[src/rtl/vmem_req_pkg.sv]
// ---------------------------------------------------------------------------
// vmem_req_pkg
// Shared definitions for the vector memory requestor:
//   state_e      - requestor control states
//   MODE_*       - request address patterns as seen on req_mode
//   CMODE_*      - completer burst modes driven on mode_in
// ---------------------------------------------------------------------------
package vmem_req_pkg;

    typedef enum logic [2:0] {
        ST_IDLE,
        ST_STORE,
        ST_LOAD,
        ST_GAP,
        ST_RESP
    } state_e;

    localparam logic [1:0] MODE_UNIT    = 2'b00;
    localparam logic [1:0] MODE_STRIDED = 2'b01;
    localparam logic [1:0] MODE_FIXED   = 2'b10;

    localparam logic [1:0] CMODE_INC    = 2'd1;
    localparam logic [1:0] CMODE_CONST  = 2'd0;

endpackage

[src/rtl/vmem_requestor_buffer.sv]
// ---------------------------------------------------------------------------
// vreg_word_buffer
// One vector register worth of storage, organised as WORDS bus words.
// Ports:
//   clk_i, rst_i     clock, synchronous active-high reset (clears contents)
//   clear_i          zero the whole register
//   load_i           parallel load of load_data_i
//   wr_en_i          write wr_data_i into word wr_idx_i
//   rd_idx_i         word selected onto rd_data_o
//   data_o           full register contents
// Priority: reset / clear, then parallel load, then word write.
// ---------------------------------------------------------------------------
module vreg_word_buffer
    import vmem_req_pkg::*;
#(
    parameter  int WORD_W = 32,
    parameter  int WORDS  = 8,
    localparam int IDX_W  = (WORDS > 1) ? $clog2(WORDS) : 1,
    localparam int BITS   = WORD_W * WORDS
) (
    input  logic              clk_i,
    input  logic              rst_i,
    input  logic              clear_i,
    input  logic              load_i,
    input  logic [BITS-1:0]   load_data_i,
    input  logic              wr_en_i,
    input  logic [IDX_W-1:0]  wr_idx_i,
    input  logic [WORD_W-1:0] wr_data_i,
    input  logic [IDX_W-1:0]  rd_idx_i,
    output logic [WORD_W-1:0] rd_data_o,
    output logic [BITS-1:0]   data_o
);

    logic [BITS-1:0] data_q;
    logic [BITS-1:0] data_d;

    always_comb begin
        data_d = data_q;
        if (clear_i) begin
            data_d = '0;
        end else if (load_i) begin
            data_d = load_data_i;
        end else if (wr_en_i) begin
            data_d[wr_idx_i*WORD_W +: WORD_W] = wr_data_i;
        end
    end

    always_ff @(posedge clk_i) begin
        if (rst_i) begin
            data_q <= '0;
        end else begin
            data_q <= data_d;
        end
    end

    assign rd_data_o = data_q[rd_idx_i*WORD_W +: WORD_W];
    assign data_o    = data_q;

endmodule

[src/rtl/vmem_requestor.sv]
// ---------------------------------------------------------------------------
// vmem_requestor
// Turns one whole-register vector load/store into word-wide bursts on the
// vector memory completer's requestor interface. Unit-stride and fixed
// requests use one burst; strided requests use one single-beat burst per
// element with a one-cycle idle gap between them.
// Ports:
//   clk, rst                      clock, synchronous active-high reset
//   req_*                         request handshake and fields from the lanes
//   resp_*                        completion handshake, store echo, load data
//   addr/length/mode_in           burst descriptor to the completer
//   wr/wrdata/ready               store beat channel
//   rd/rddataready/rddatavalid/rddata   load beat channel
// Optional: define VMEM_REQ_PERF_EN to add perf_stall_cycles, a saturating
// count of cycles where a beat was offered but not taken.
// ---------------------------------------------------------------------------
module vmem_requestor
    import vmem_req_pkg::*;
#(
    parameter  int ADDR_RANGE   = 32768,
    parameter  int LENGTH_RANGE = 32,
    parameter  int BUS_WIDTH    = 32,
    parameter  int VREG_BITS    = 256,
    localparam int ADDR_W       = $clog2(ADDR_RANGE),
    localparam int LEN_W        = $clog2(LENGTH_RANGE) + 1,
    localparam int WORDS        = VREG_BITS / BUS_WIDTH,
    localparam int IDX_W        = (WORDS > 1) ? $clog2(WORDS) : 1,
    localparam int BEAT_W       = $clog2(WORDS) + 1
) (
    input  logic                 clk,
    input  logic                 rst,
    input  logic                 req_valid,
    output logic                 req_ready,
    input  logic                 req_store,
    input  logic [1:0]           req_mode,
    input  logic [ADDR_W-1:0]    req_base,
    input  logic [ADDR_W-1:0]    req_stride,
    input  logic [LEN_W-1:0]     req_len,
    input  logic [VREG_BITS-1:0] req_wdata,
    output logic                 resp_valid,
    input  logic                 resp_ready,
    output logic                 resp_store,
    output logic [VREG_BITS-1:0] resp_rdata,
    output logic [BUS_WIDTH-1:0] wrdata,
    output logic [ADDR_W-1:0]    addr,
    output logic [LEN_W-1:0]     length,
    output logic [1:0]           mode_in,
    output logic                 wr,
    output logic                 rd,
    output logic                 rddataready,
    input  logic                 ready,
    input  logic                 rddatavalid,
    input  logic [BUS_WIDTH-1:0] rddata
`ifdef VMEM_REQ_PERF_EN
    ,
    output logic [31:0]          perf_stall_cycles
`endif
);

    state_e               state_q, state_d;
    logic                 store_q, store_d;
    logic                 strided_q, strided_d;
    logic [1:0]           cmode_q, cmode_d;
    logic [ADDR_W-1:0]    addr_q, addr_d;
    logic [ADDR_W-1:0]    stride_q, stride_d;
    logic [LEN_W-1:0]     len_q, len_d;
    logic [BEAT_W-1:0]    beat_q, beat_d;

    logic [LEN_W-1:0]     eff_len;
    logic                 beat_accept;
    logic                 last_beat;
    logic                 burst_active;
    logic                 buf_clear;
    logic                 buf_load;
    logic                 buf_wr_en;
    logic [BUS_WIDTH-1:0] buf_word;
    logic [VREG_BITS-1:0] buf_data;

    vreg_word_buffer #(
        .WORD_W (BUS_WIDTH),
        .WORDS  (WORDS)
    ) u_buffer (
        .clk_i       (clk),
        .rst_i       (rst),
        .clear_i     (buf_clear),
        .load_i      (buf_load),
        .load_data_i (req_wdata),
        .wr_en_i     (buf_wr_en),
        .wr_idx_i    (beat_q[IDX_W-1:0]),
        .wr_data_i   (rddata),
        .rd_idx_i    (beat_q[IDX_W-1:0]),
        .rd_data_o   (buf_word),
        .data_o      (buf_data)
    );

    // Request length is clamped to what fits in one register and one burst.
    always_comb begin
        eff_len = req_len;
        if (int'(eff_len) > WORDS) begin
            eff_len = LEN_W'(WORDS);
        end
        if (int'(eff_len) > LENGTH_RANGE) begin
            eff_len = LEN_W'(LENGTH_RANGE);
        end
    end

    // Outputs decode from registered state only, so the completer never sees
    // a combinational path from its own ready/valid back to our requests.
    always_comb begin
        burst_active = (state_q == ST_STORE) || (state_q == ST_LOAD) || (state_q == ST_GAP);
        req_ready    = (state_q == ST_IDLE);
        wr           = (state_q == ST_STORE);
        rddataready  = (state_q == ST_LOAD);
        rd           = rddataready;
        wrdata       = wr ? buf_word : '0;
        addr         = burst_active ? addr_q : '0;
        length       = '0;
        if (burst_active) begin
            length = strided_q ? LEN_W'(1) : len_q;
        end
        mode_in      = burst_active ? cmode_q : CMODE_CONST;
        resp_valid   = (state_q == ST_RESP);
        resp_store   = resp_valid & store_q;
        resp_rdata   = (resp_valid && !store_q) ? buf_data : '0;
        beat_accept  = (wr & ready) | (rddataready & rddatavalid);
        last_beat    = (32'(beat_q) + 32'd1) == 32'(len_q);
        buf_wr_en    = rddataready & rddatavalid;
    end

    // Next-state logic: capture in IDLE, count beats in STORE/LOAD, step the
    // strided address on the way out of GAP, wait for the consumer in RESP.
    always_comb begin
        state_d   = state_q;
        store_d   = store_q;
        strided_d = strided_q;
        cmode_d   = cmode_q;
        addr_d    = addr_q;
        stride_d  = stride_q;
        len_d     = len_q;
        beat_d    = beat_q;
        buf_clear = 1'b0;
        buf_load  = 1'b0;

        case (state_q)
            ST_IDLE: begin
                if (req_valid) begin
                    store_d   = req_store;
                    strided_d = (req_mode == MODE_STRIDED);
                    cmode_d   = ((req_mode == MODE_STRIDED) || (req_mode == MODE_FIXED))
                                ? CMODE_CONST : CMODE_INC;
                    addr_d    = req_base;
                    stride_d  = req_stride;
                    len_d     = eff_len;
                    beat_d    = '0;
                    buf_load  = req_store;
                    buf_clear = !req_store;
                    if (eff_len == '0) begin
                        state_d = ST_RESP;
                    end else begin
                        state_d = req_store ? ST_STORE : ST_LOAD;
                    end
                end
            end
            ST_STORE, ST_LOAD: begin
                if (beat_accept) begin
                    beat_d = beat_q + 1'b1;
                    if (last_beat) begin
                        state_d = ST_RESP;
                    end else if (strided_q) begin
                        state_d = ST_GAP;
                    end
                end
            end
            ST_GAP: begin
                addr_d  = addr_q + stride_q;
                state_d = store_q ? ST_STORE : ST_LOAD;
            end
            ST_RESP: begin
                if (resp_ready) begin
                    state_d = ST_IDLE;
                end
            end
            default: begin
                state_d = ST_IDLE;
            end
        endcase
    end

    always_ff @(posedge clk) begin
        if (rst) begin
            state_q   <= ST_IDLE;
            store_q   <= 1'b0;
            strided_q <= 1'b0;
            cmode_q   <= CMODE_CONST;
            addr_q    <= '0;
            stride_q  <= '0;
            len_q     <= '0;
            beat_q    <= '0;
        end else begin
            state_q   <= state_d;
            store_q   <= store_d;
            strided_q <= strided_d;
            cmode_q   <= cmode_d;
            addr_q    <= addr_d;
            stride_q  <= stride_d;
            len_q     <= len_d;
            beat_q    <= beat_d;
        end
    end

`ifdef VMEM_REQ_PERF_EN
    logic [31:0] perf_q, perf_d;
    logic        stall;

    // Saturating stall counter; only reset clears it.
    always_comb begin
        stall  = (wr & !ready) | (rddataready & !rddatavalid);
        perf_d = perf_q;
        if (stall && (perf_q != 32'hFFFF_FFFF)) begin
            perf_d = perf_q + 32'd1;
        end
    end

    always_ff @(posedge clk) begin
        if (rst) begin
            perf_q <= '0;
        end else begin
            perf_q <= perf_d;
        end
    end

    assign perf_stall_cycles = perf_q;
`endif

endmodule
[config.mk]
export PLATFORM = sky130hd
export DESIGN_NAME = vmem_requestor
export DESIGN_NICKNAME = d
export VERILOG_FILES = /design/src/rtl/vmem_req_pkg.sv /design/src/rtl/vmem_requestor_buffer.sv /design/src/rtl/vmem_requestor.sv
export SDC_FILE = /design/constraint.sdc
export NUM_CORES = 1
export LEC_CHECK = 0
export BUFFER_PORTS_ARGS = -buffer_cell sky130_fd_sc_hd__buf_2
export CAP_MARGIN = 20
export CORE_AREA = 2 2 254 256
export DETAILED_ROUTE_END_ITERATION = 7
export DIE_AREA = 0 0 256 258
export GPL_TIMING_DRIVEN = 0
export PLACE_DENSITY = 0.58
export RECOVER_POWER = 100
export SYNTH_ARGS = -nofsm -noshare
export SYNTH_HDL_FRONTEND = slang
export SYNTH_SLANG_ARGS = --single-unit
export TNS_END_PERCENT = 20
[constraint.sdc]
create_clock -name clk -period 3.8 [get_ports clk]
set_input_delay 0.38 -clock clk [delete_from_list [all_inputs] [get_ports clk]]
set_output_delay 0.38 -clock clk [all_outputs]
set_load 0.1 [all_outputs]
==> metrics <==
run status=finished, violations left; failing checks=design-rule violations; post-synth cell types=70; Max-cap violations=0; Vias/cell=5.648; Hold Crit Depth=3; HP Start=req_wdata[237]; EDFF count, synth=0; most frequent cell on the critical path=clkbuf_1; GRT Resource Usage Total=0.3058; reg-to-reg slack, setup=170 ps; vias in the first global route=18740; CP max FO=10; Root Buffer=clkbuf_16; RSZ-0062 raised after global routing=true; Die Area=66050 um2; Synth Warn #=0; CTS tree=yes; CP peak stage delay=480 ps; final period utilization=0.9731; normalized max-slew margin=0.2049; largest net degree at the start of global routing=12; largest area contributor in the netlist=dfxtp_1; Synth Area in XOR/XNOR=0.007387; Synth Area in Adders=0.01704; maximum clock path buffer count=3; WP data arrival=3320 ps; clk slew on worst S/H paths=60 ps; iteration count of the initial detailed-routing pass=8; clk_skew=31.73 ps; R2R depth=14; Pins Over Slew Limit=0; worst hold endpoint=u_buffer.data_o[237]; async set or reset register ratio after synthesis=0; initial core utilization=0.2608; DR WL/cell=30.85 um; Clock H-tree levels=2; mean post-synth cell area=8.857 um2; Yosys top cell area share=0.3642; post-synthesis mux area share=0.09106; Area Overhead vs Synth=36.69%; global-route wire length before repair=143.9 mm; Routed WL=105.9 mm; Primary FF master, synth=dfxtp_1; Overflow after GRT=0; hpwl dp=82.63 mm; Mapped Cells=1874; Max IR drop VDD=0.2602 mV; critical path class=flip-flop to primary output; Post-Syn Area=16600 um2; final setup violating endpoints=0; CTS Sinks=302; data required time of the critical path=3420 ps; Area contributors post-synth=dfxtp_1 (36%), a222oi_1 (12%), and2_1 (10%); final core utilization=0.3565; Worst setup EP type=primary output; Skew-Pair Late Insertion Delay=580 ps; Syn Nets=2229; PwrDens=551.2 nW/um2; Synth Area in Simple Gates=0.2253; Worst Tran Pin Value=1198 ps; Seq/Total Area, Yosys=0.3642; Leakage=9.701 nW; initial antenna violation count=18; remaining antenna violation count=0; # placed instances=3352; min Tclk post-route=3698 ps; CP startpoint kind=flip-flop; Seq cells post-synth=302; FMAX=270.4 MHz; main combinational cell family by area after synthesis=compound AO/OA/AOI/OAI gates; endpoints failing hold=0; Critical-path top delay cell=clkdlybuf4s18_2; routability cong.=0.9610; layout cells sized above 1=0.3501; Core ar.=63650 um2; Non-Filler Instances=3434; Hold Crit Class=input port to flip-flop; TritonCTS buffer count=40; vias=19400; Die Width=256 um; Crit Reg-Reg Endpoint=u_buffer.data_o[229]; port buffer count=616; Total Nets Final=2899; FP Rows=93; most frequent cells in the layout=buf_2 (487), dfxtp_1 (302), and2_1 (276); fill cell count=6836; R2R Path Start=beat_q[0]; Residual DRC=6; first-iteration detailed-routing DRC count=3097; IO Count=650; Synth Area in Compound Gates=0.2310; critical-path cell list=clkbuf_1 -> clkbuf_1 -> buf_8 -> clkdlybuf4s18_2 -> mux4_2 -> nand2_1 -> a21oi_1 -> buf_4; Die Span Y=258 um; most common cell after layout, fill and taps aside=buf_2
-- synthesized netlist by cell type, drive strengths merged, types with 3 or more instances --
master,count
a211oi,46
nor3b,4
clkbuf,128
o22ai,6
and2,276
nor2,268
mux4,64
dfxtp,302
ha,21
o211ai,4
xnor2,10
or3,3
nand2b,12
a21o,10
xor2,4
o21ai,10
nand2,152
mux2i,7
inv,13
nor2b,4
nor4,4
buf,89
a22oi,66
a31oi,3
nand3,11
a222oi,192
a311oi,3
or3b,3
a21oi,112
nor3,18
-- area by class of cell --
class | count | area [um2] | share of cell area
tap | 855 | 1070 | 0.04715
inverter | 13 | 48.80 | 0.002151
clock buffer | 56 | 1121 | 0.04941
timing repair buffer | 628 | 3557 | 0.1568
multi-input combinational | 1342 | 9612 | 0.4236
buffer | 217 | 1097 | 0.04836
antenna | 8 | 20.02 | 0.0008824
sequential | 302 | 6046 | 0.2665
clock inverter | 13 | 116.4 | 0.005129
-- metal layers --
metal | part of all wire | vias to the layer above | global-route usage
met5 | 0.00052 | - | 0
met4 | 0.041 | 10 | 0.1209
met3 | 0.11 | 233 | 0.07558
met2 | 0.46 | 1324 | 0.4948
met1 | 0.39 | 9523 | 0.3916
li1 | - | 8305 | -
-- registers in the layout, indices dropped and copies added (netlist names) --
register and count:
stride_q 15, addr_q 15, strided_q 1, state_q 3, store_q 1, len_q 6
u_buffer.data_o 256, cmode_q 1, beat_q 4
-- worst max path at each step --
stage               depth (start not counted)  startpoint                   end
floorplan                                   7   beat_q[0]            wrdata[21]
global placement                           13   beat_q[0]  u_buffer.data_o[144]
detailed placement                         13   beat_q[0]  u_buffer.data_o[140]
CTS                                         8  state_q[0]        resp_rdata[26]
global route                               14   beat_q[0]  u_buffer.data_o[221]
finish                                      8   beat_q[1]            wrdata[22]
-- power by group --
part / leakage [nW] / total, W / internal (W) / switching (W)
registers: 2.46 / 0.00405 / 0.00362 / 0.000426
clock network: 0.613 / 0.00373 / 0.00213 / 0.00160
logic: 6.63 / 0.00473 / 0.00149 / 0.00323
total: 9.70 / 0.0125 / 0.00725 / 0.00526
-- per-stage QoR --
stage	area [um2]	total power, W	setup TNS (ps)	setup slack, ps	hold WS, ps
finish	22690	0.01251	0	102.3	34.88
global route	22670	0.01294	-1.319	-1.319	42.37
CTS	22390	0.01244	0	1.561	9.354
detailed placement	20880	0.008686	-362180	-1841	446.4
global placement	20750	0.008658	-394500	-1807	446.5
floorplan	16600	0.007021	0	331.4	431.7
-- worst max-delay path, delay by kind of cell, from the launching register on --
| family | cells | cell delay [ps] |
|---|---|---|
| AO/OA/AOI/OAI | 1 | 310 |
| multiplexers | 1 | 270 |
| flip-flops | 1 | 390 |
| buffers and inverters | 5 | 1670 |
| AND/OR/NAND/NOR | 1 | 90 |
-- logic make-up after synthesis --
logic type                 Yosys count
AOI/OAI and AO/OA                  472
xor gates and xnor gates            14
adders and majority gates           22
buffers and inverters              230
DFF                                302
muxes                               71
other                                1
and+or+nand+nor                    762
-- what timing repair did --
action	4_1_cts	5_1_grt
hold buffers	0	0
buffers inserted	3	0
gates resized for setup	100	149
pin swaps	1	4
setup endpoints to repair	538	391
No activity file was read; power rests on OpenSTA's default activity.
